### src/rtl/if_pkg.sv
// ============================================================================
// Module : if_pkg
// Brief  : Shared types and constants for the instruction-fetch stage.
// Rev    : 1.0
// ============================================================================
`default_nettype none

package if_pkg;

    typedef enum logic [1:0] {
        IF_IDLE  = 2'd0,
        IF_WAIT  = 2'd1,
        IF_DRAIN = 2'd2
    } if_state_e;

    localparam logic [31:0] IF_NOP      = 32'h0000_0000;
    localparam logic [31:0] IF_PC_STEP  = 32'd4;
    localparam logic [31:0] IF_RESET_PC = 32'h0000_0000;

    function automatic logic [31:0] if_word_align(input logic [31:0] addr);
        return {addr[31:2], 2'b00};
    endfunction

endpackage

`default_nettype wire

### src/rtl/if_fetch_stage_if.sv
// ============================================================================
// Module : if_fetch_stage_if
// Brief  : Instruction-memory request/response channel (fetch is master).
// Rev    : 1.0
// ============================================================================
`default_nettype none

interface if_fetch_stage_if;

    logic        imem_req_valid;
    logic        imem_req_ready;
    logic [31:0] imem_req_addr;
    logic        imem_rsp_valid;
    logic [31:0] imem_rsp_data;

    modport master (
        output imem_req_valid,
        output imem_req_addr,
        input  imem_req_ready,
        input  imem_rsp_valid,
        input  imem_rsp_data
    );

    modport slave (
        input  imem_req_valid,
        input  imem_req_addr,
        output imem_req_ready,
        output imem_rsp_valid,
        output imem_rsp_data
    );

endinterface

`default_nettype wire

### src/rtl/if_hold_buf.sv
// ============================================================================
// Module : if_hold_buf
// Brief  : One-entry hold buffer for a fetched word and its address.
// Rev    : 1.0
// ============================================================================
`default_nettype none

module if_hold_buf (
    input  wire         clk,
    input  wire         rst_n,
    input  wire         load_i,
    input  wire         consume_i,
    input  wire         flush_i,
    input  wire  [31:0] inst_i,
    input  wire  [31:0] pc_i,
    output logic        valid_o,
    output logic [31:0] inst_o,
    output logic [31:0] pc_o
);

    logic        valid_q;
    logic [31:0] inst_q;
    logic [31:0] pc_q;

    // Flush beats load beats consume; a load with a same-cycle consume refills.
    always_ff @(posedge clk or posedge rst_n) begin
        if (rst_n) begin
            valid_q <= 1'b0;
            inst_q  <= '0;
            pc_q    <= '0;
        end else if (flush_i) begin
            valid_q <= 1'b0;
        end else if (load_i) begin
            valid_q <= 1'b1;
            inst_q  <= inst_i;
            pc_q    <= pc_i;
        end else if (consume_i) begin
            valid_q <= 1'b0;
        end
    end

    assign valid_o = valid_q;
    assign inst_o  = inst_q;
    assign pc_o    = pc_q;

endmodule

`default_nettype wire

### src/rtl/if_fetch_stage.sv
// ============================================================================
// Module : if_fetch_stage
// Brief  : MIPS IF stage: PC, imem request FSM, stall hold buffer, redirect
//          kill. Optional IF_ALIGN_CHECK_EN adds the fetch_misalign pulse.
// Rev    : 1.0
// ============================================================================
`default_nettype none

module if_fetch_stage
    import if_pkg::*;
#(
    parameter logic [31:0] RESET_PC = IF_RESET_PC,
    parameter logic [31:0] NOP_INST = IF_NOP
) (
    input  wire                     clk,
    input  wire                     rst_n,
    input  wire                     stall,
    input  wire                     redirect_valid,
    input  wire              [31:0] redirect_target,
    if_fetch_stage_if.master        imem,
    output logic             [31:0] instruction_next,
    output logic             [31:0] inst_address_next,
`ifdef IF_ALIGN_CHECK_EN
    output logic                    fetch_misalign,
`endif
    output logic                    fetch_bubble
);

    if_state_e   state_q;
    logic [31:0] pc_q;
    logic [31:0] pc_d;
    logic [31:0] out_pc_q;

    logic        buf_valid;
    logic [31:0] buf_inst;
    logic [31:0] buf_pc;
    logic        buf_load;
    logic        buf_consume;
    logic        buf_valid_d;

    logic        live_rsp;
    logic        req_fire;

    assign live_rsp = imem.imem_rsp_valid && (state_q == IF_WAIT);

    always_comb begin
        instruction_next  = NOP_INST;
        inst_address_next = pc_q;
        fetch_bubble      = 1'b1;
        if (buf_valid) begin
            instruction_next  = buf_inst;
            inst_address_next = buf_pc;
            fetch_bubble      = 1'b0;
        end else if (live_rsp && !redirect_valid) begin
            instruction_next  = imem.imem_rsp_data;
            inst_address_next = out_pc_q;
            fetch_bubble      = 1'b0;
        end
    end

    // A live word not taken by IF/ID this cycle (stall, or buffer ahead of it) is parked.
    always_comb begin
        buf_load    = live_rsp && !redirect_valid && (buf_valid || stall);
        buf_consume = buf_valid && !stall;
        buf_valid_d = buf_valid;
        if (redirect_valid) begin
            buf_valid_d = 1'b0;
        end else if (buf_load) begin
            buf_valid_d = 1'b1;
        end else if (buf_consume) begin
            buf_valid_d = 1'b0;
        end
    end

    // A new request is only issued if its response is guaranteed a free landing slot.
    always_comb begin
        imem.imem_req_valid = !rst_n && !redirect_valid && (state_q != IF_DRAIN)
                              && ((state_q == IF_IDLE) || live_rsp) && !buf_valid_d;
        imem.imem_req_addr  = pc_q;
    end

    assign req_fire = imem.imem_req_valid && imem.imem_req_ready;

    always_comb begin
        pc_d = pc_q;
        if (redirect_valid) begin
            pc_d = if_word_align(redirect_target);
        end else if (req_fire) begin
            pc_d = pc_q + IF_PC_STEP;
        end
    end

    always_ff @(posedge clk or posedge rst_n) begin
        if (rst_n) begin
            state_q  <= IF_IDLE;
            pc_q     <= RESET_PC;
            out_pc_q <= '0;
        end else begin
            pc_q <= pc_d;
            if (req_fire) begin
                out_pc_q <= pc_q;
            end
            case (state_q)
                IF_IDLE, IF_WAIT: begin
                    if (redirect_valid) begin
                        state_q <= (state_q == IF_WAIT && !imem.imem_rsp_valid) ? IF_DRAIN : IF_IDLE;
                    end else if (req_fire) begin
                        state_q <= IF_WAIT;
                    end else if (live_rsp) begin
                        state_q <= IF_IDLE;
                    end
                end
                // The killed response may coincide with another redirect; it still ends the drain.
                IF_DRAIN: begin
                    if (imem.imem_rsp_valid) begin
                        state_q <= IF_IDLE;
                    end
                end
                default: state_q <= IF_IDLE;
            endcase
        end
    end

    if_hold_buf u_hold_buf (
        .clk       (clk),
        .rst_n     (rst_n),
        .load_i    (buf_load),
        .consume_i (buf_consume),
        .flush_i   (redirect_valid),
        .inst_i    (imem.imem_rsp_data),
        .pc_i      (out_pc_q),
        .valid_o   (buf_valid),
        .inst_o    (buf_inst),
        .pc_o      (buf_pc)
    );

`ifdef IF_ALIGN_CHECK_EN
    logic misalign_q;

    always_ff @(posedge clk or posedge rst_n) begin
        if (rst_n) begin
            misalign_q <= 1'b0;
        end else begin
            misalign_q <= redirect_valid && (redirect_target[1:0] != 2'b00);
        end
    end

    assign fetch_misalign = misalign_q;
`endif

endmodule

`default_nettype wire

### src/flat_wrapper.sv
// flat-port wrapper written by rule: the top's interface ports become plain ports
module if_fetch_stage_flat import if_pkg::*;
#(
    parameter logic [31:0] RESET_PC = IF_RESET_PC,
    parameter logic [31:0] NOP_INST = IF_NOP
)
  (clk, rst_n, stall, redirect_valid, redirect_target, instruction_next, inst_address_next, fetch_bubble, imem_imem_req_valid, imem_imem_req_addr, imem_imem_req_ready, imem_imem_rsp_valid, imem_imem_rsp_data);
  if_fetch_stage_if imem_i ();
  input  wire clk;
  input  wire rst_n;
  input  wire stall;
  input  wire redirect_valid;
  input  wire              [31:0] redirect_target;
  output logic             [31:0] instruction_next;
  output logic             [31:0] inst_address_next;
  output logic fetch_bubble;
  output wire logic [$bits(imem_i.imem_req_valid)-1:0] imem_imem_req_valid;
  output wire logic [$bits(imem_i.imem_req_addr)-1:0] imem_imem_req_addr;
  input wire logic [$bits(imem_i.imem_req_ready)-1:0] imem_imem_req_ready;
  input wire logic [$bits(imem_i.imem_rsp_valid)-1:0] imem_imem_rsp_valid;
  input wire logic [$bits(imem_i.imem_rsp_data)-1:0] imem_imem_rsp_data;
  assign imem_imem_req_valid = imem_i.imem_req_valid;
  assign imem_imem_req_addr = imem_i.imem_req_addr;
  assign imem_i.imem_req_ready = imem_imem_req_ready;
  assign imem_i.imem_rsp_valid = imem_imem_rsp_valid;
  assign imem_i.imem_rsp_data = imem_imem_rsp_data;
  if_fetch_stage #(.RESET_PC(RESET_PC), .NOP_INST(NOP_INST)) u_core (.clk(clk), .rst_n(rst_n), .stall(stall), .redirect_valid(redirect_valid), .redirect_target(redirect_target), .imem(imem_i), .instruction_next(instruction_next), .inst_address_next(inst_address_next), .fetch_bubble(fetch_bubble));
endmodule
### config.mk
export PLATFORM = sky130hd
export DESIGN_NAME = if_fetch_stage_flat
export DESIGN_NICKNAME = d
export VERILOG_FILES = /design/src/rtl/if_pkg.sv /design/src/rtl/if_fetch_stage_if.sv /design/src/rtl/if_hold_buf.sv /design/src/rtl/if_fetch_stage.sv /design/src/flat_wrapper.sv
export SDC_FILE = /design/constraint.sdc
export NUM_CORES = 1
export LEC_CHECK = 0
export CAP_MARGIN = 10
export CELL_PAD_IN_SITES_DETAIL_PLACEMENT = 1
export CELL_PAD_IN_SITES_GLOBAL_PLACEMENT = 1
export CORE_ASPECT_RATIO = 1.1
export CORE_MARGIN = 5
export CORE_UTILIZATION = 41
export CTS_CLUSTER_DIAMETER = 30
export DETAILED_ROUTE_END_ITERATION = 10
export PLACE_DENSITY_LB_ADDON = 0.1
export RECOVER_POWER = 25
export SYNTH_ARGS = -nofsm -noshare
export SYNTH_HDL_FRONTEND = slang
export SYNTH_HIERARCHICAL = 1
export SYNTH_SLANG_ARGS = --single-unit
### constraint.sdc
create_clock -name clk -period 6.06 [get_ports clk]
set_clock_uncertainty 0.05 [all_clocks]
set_input_delay 1.212 -clock clk [delete_from_list [all_inputs] [get_ports clk]]
set_output_delay 1.212 -clock clk [all_outputs]
set_load 0.03 [all_outputs]
# Word-level counts from Yosys, hierarchy flattened
# Index checks and enable logic that the tools add are counted.
[word_totals]
ff_bits = 131
latch_bits = 0
ramBits = 0
rom_bits = 0
input_bits = 70
mem_count = 0
[classes]
n_addsub = 1
mul = 0
div_mod_pow = 0
n_lt_le_gt_ge = 0
eq_ne = 5
shifts = 0
mux = 17
bitwise_logic = 1
reduce_logical = 22
[ops]
columns = ["operator", "n"]
rows = [
  ["$mux 32", 6],
  ["$add 32x3->32 const B", 1],
  ["$logic_and 1x1->1", 10],
  ["$mux 2", 5],
  ["$logic_not 1->1", 5],
  ["$mux 1", 5],
  ["$ne 2x2->1 const B", 2],
  ["$ne 4x2->1 const B", 1],
  ["$pmux 2 s2", 1],
  ["$reduce_and 2->1", 2],
  ["$eq 2x1->1 const B", 1],
  ["$eq 2x2->1 const B", 1],
  ["$logic_not 2->1", 1],
  ["$logic_or 1x1->1", 2],
  ["$reduce_bool 2->1", 1],
  ["$reduce_or 2->1", 1],
  ["$not 1->1", 1],
]

# Depth between registers and ports, before layout
[depth]
depth_word = 12
mapped_depth = 9
depth_no_buf = 6

# Hierarchy
# The synthesis kept the hierarchy.
[by_module_without_submodules]
columns = ["module", "instances", "cells_each", "area_each_um2", "seq_area_each_um2"]
rows = [
  ["if_fetch_stage", 1, 542, 4057.6, 1551.5],
  ["if_hold_buf", 1, 141, 2745.1, 1626.6],
]

# Least setup slack after synthesis
# OpenSTA, ideal clock, no wires.
[synth_path]
path_kind = "input to output"
from = "input redirect_valid"
to = "output inst_address_next[10]"
t_arrival_ns = 2.863
path_slack_ns = 1.935
cell_stages = 6
n_path_buf = 3
cell_sequence = "clkbuf_1 -> nor3_1 -> buf_2 -> buf_2 -> mux2i_1 -> o21ai_0"
[synth_via]
elab_chain_len = 4
[synth_rtl]
columns = ["item", "line_no", "rtl"]
rows = [
  ["from (decl)", "flat_wrapper.sv:12", "input wire redirect_valid;"],
  ["$logic_not 1->1", "if_fetch_stage.sv:54", "end else if (live_rsp && !redirect_valid) begin"],
  ["$logic_and 1x1->1", "if_fetch_stage.sv:54", ""],
  ["$mux 32", "if_fetch_stage.sv:54", ""],
  ["$mux 32", "if_fetch_stage.sv:50", "if (buf_valid) begin"],
  ["to (decl)", "flat_wrapper.sv:15", "output logic [31:0] inst_address_next;"],
]
# Every way passes these cells.

# Worst setup path after layout
[layout_path]
from = "input imem_imem_rsp_valid"
to = "output inst_address_next[30]"
[layout_via]
elab_chain_len = 4
[layout_rtl]
columns = ["item", "line_no", "rtl"]
rows = [
  ["from (decl)", "flat_wrapper.sv:20", "input wire logic [$bits(imem_i.imem_rsp_valid)-1:0] imem_imem_rsp_valid;"],
  ["$logic_and 1x1->1", "if_fetch_stage.sv:44", "assign live_rsp = imem.imem_rsp_valid && (state_q == IF_WAIT);"],
  ["$logic_and 1x1->1", "if_fetch_stage.sv:54", ""],
  ["$mux 32", "if_fetch_stage.sv:54", ""],
  ["$mux 32", "if_fetch_stage.sv:50", ""],
]
# Every way passes these cells.

==> reports/metrics.cfg <==
[timing]
finalHoldViolCount=0
tightest_slew_ps=3640
finalCritPeriodShare_pct=79.4
final_max_slew_viol_count=105
maxSlewHeadroom_pct=-143
setup_viol=0
finalSetupTns_ps=0
max_freq_mhz=208
rsz0062_at_grt=no
fin_crit_ps=4810

[setup_path]
cp_max_fo=42
crit_required_ps=4800
cp-end-kind=output port
max_stage_delay_ps=740
start_kind=primary input
arrival_ps=3550
crit_top_cell=clkdlybuf4s50_1
criticalPathCategory=primary input to output port
worstPathCellList=clkdlybuf4s50_1 -> nand2_1 -> nor3_2 -> buf_12 -> mux2i_1 -> o21ai_0 -> clkdlybuf4s50_1
slowest_stage=clkdlybuf4s50_1

[grt]
grt_pass1_wl_um=33500
track_usage_pct=21.5
antenna_found_initial=0
grt_start_max_net_pins=133
globalRouteOverflowTotal=0
grt_pass1_vias=6272

[min_path]
hold_path_class=flop to flop

[power_and_ir_drop]
power.switching_mw=0.687
peakVddDrop_mv=0.200
power.leakage_nw=3.83
power.internal_mw=1.88
powerDensity_nw_per_um2=280
power.share.combinational_pct=17.1
power_frac_clock_pct=42.2
p_sw_share_pct=26.8
pwr-share-seq_pct=40.7

[run_status]
status=finished, violations left
violations=capacitance limit, slew limit

[placed_design]
dp_cells=1018
dpl.hpwl_um=13500
io_buffers=163
gp_congestion=0.758

[floorplan]
num_rows=49
die_x_um=133
dieArea_um2=19300
coreArea_um2=16300
num_io_pins=168
initial_core_util_pct=41.7
die_y_um=145

[drt]
vias_per_cell=5.39
wl_per_cell_um=19.7
ant_nets=0
drc=0
drtIter0Drc=224
vias=5650
wl_um=20700
dr.pass1.iters=4

[clocking]
htree_levels=4
cts_max_path_buffers=2
cts_buffers=17
post_cts_buffers=0
cts.sinks=127
cts_tree=built
clock_latency_ps=410
cts_resized=0
root_buffer=clkbuf_16
cts_hold_buf=0
clk_pin_slew_worst_paths_ps=50

[logic_synthesis]
ys_top_cells_by_count=nand2_1 (212), dfrtp_1 (127), o21ai_0 (87), mux2_4 (60), mux2i_1 (30)
synth_edf_count=0
ys_seq_area_share_pct=46.7
synthArstFlopShare_pct=100
yosys.cell_types.count=50
ys_warn_count=6
synth_most_common_cell=nand2_1
ys_ff_latch=127
dominantRegCellSynth=dfrtp_1
yosys-top-cells-area=dfrtp_1 (47%), mux2_4 (13%), nand2_1 (12%)
syn_avg_cell_area_um2=9.96
synthDominantCellAreaShare_pct=46.7
synth_area_um2=6800
synth_cells=683
synth_area_leader_cell=dfrtp_1

[finish]
drive_above_1_share_pct=14.4
area_growth_pct=34.5
fin_cells=1049
antenna_cells=0
fin_nets=905

[job]
drv_cap=2

==> cell usage in the layout, fill, tap and decap left out, types with 3 or more instances in the layout <==
cell type and count:
a21oi_1 4, a31o_2 3, and2_1 3, and3_1 4
buf_4 7, bufinv_16 3, clkbuf_16 17, clkbuf_8 7
clkdlybuf4s50_1 162, conb_1 4, dfrtp_1 126, inv_1 8
mux2_2 5, mux2_4 60, mux2i_1 30, nand2_1 212
nand3_1 7, nand4_1 14, nor2_1 8, nor2b_1 3
nor3_1 6, o211ai_1 4, o21ai_0 87, o311ai_0 3
xnor2_1 6, xor2_1 12
==> per-layer routing <==
layer	GRT usage, %	part of all wire [%]	wire length, um	vias to the layer above
met2	37.9	51	10600	131
met4	6.55	1.5	305	0
met3	4.81	3.7	759	21
met1	26.3	44	9060	2880
met5	0	0	0	-
li1	-	-	-	2618
==> per-stage QoR <==
| stage | total power, mW | utilization (%) | setup WS (ps) | hold slack [ps] | instance area (um2) |
|---|---|---|---|---|---|
| after floorplan | 1.29 | - | 1940 | 413 | 6810 |
| after global placement | 1.47 | 52.1 | 1270 | 429 | 8500 |
| after detailed placement | 1.50 | 52.1 | 1210 | 444 | 8500 |
| after CTS | 2.59 | 56.0 | 1190 | 458 | 9130 |
| after global routing | 2.67 | 56.1 | 630 | 470 | 9150 |
| final | 2.56 | 56.1 | 1250 | 458 | 9150 |
==> cell families (layout without fill, tap and decap cells) <==
group	count (synthesis)	count (layout)	share of synthesized area [%]
and+or+nand+nor	274	274	17.9
DFF	127	127	46.7
AOI/OAI and AO/OA	113	113	9.40
muxes	95	95	18.5
buffers and inverters	54	213	4.95
xor gates and xnor gates	18	18	2.32
adders and majority gates	1	1	0.184
other	1	4	0.0551
==> final cells by class <==
cell class / count / area, um2
timing repair buffer: 174 / 1750
clock inverter: 5 / 100
multi-input combinational: 505 / 3300
fill: 1776 / 7160
clock buffer: 25 / 526
tap: 204 / 255
sequential: 127 / 3180
inverter: 9 / 33.8
==> registers in the layout, indices dropped and copies added, names as in the netlist <==
| signal | count |
|---|---|
| u_core/u_hold_buf/valid_o | 1 |
| u_core/u_hold_buf/pc_o | 32 |
| u_core/imem.imem_req_addr | 30 |
| u_core/u_hold_buf/inst_o | 32 |
| u_core/out_pc_q | 30 |
| u_core/state_q | 2 |
==> power by group through the flow <==
stage	combinational [mW]	clock, mW	sequential (mW)
5_1_grt	0.472	1.14	1.06
3_5_place_dp	0.438	0	1.06
4_1_cts	0.444	1.10	1.05
3_3_place_gp	0.425	0	1.05
2_1_floorplan	0.225	0	1.07
6_report	0.439	1.08	1.04
==> worst max-delay path, delay by kind of cell <==
family                 cells  cell delay (ps)
buffers and inverters      3             1620
AOI/OAI and AO/OA          1              270
and+or+nand+nor            2              310
muxes                      1              120
==> path summary, 6_finish.rpt <==
| check | start | end | slack [ps] | cells past startpoint |
|---|---|---|---|---|
| max | imem_imem_rsp_valid | inst_address_next[30] | 1250 | 7 |
| min | u_core/u_hold_buf/pc_o[0]$_DFFE_PP0P_ | u_core/u_hold_buf/pc_o[0]$_DFFE_PP0P_ | 460 | 1 |
| max reg2reg | u_core/u_hold_buf/valid_o$_DFFE_PP0P_ | u_core/imem.imem_req_addr[22]$_DFFE_PP0P_ | 2860 | 6 |
| min reg2reg | u_core/u_hold_buf/pc_o[0]$_DFFE_PP0P_ | u_core/u_hold_buf/pc_o[0]$_DFFE_PP0P_ | 460 | 1 |
| max in group asynchronous | rst_n | u_core/out_pc_q[21]$_DFFE_PP0P_ | 1390 | 3 |
| min in group asynchronous | rst_n | u_core/u_hold_buf/valid_o$_DFFE_PP0P_ | 1660 | 2 |
No activity file was read; power rests on OpenSTA's default activity.
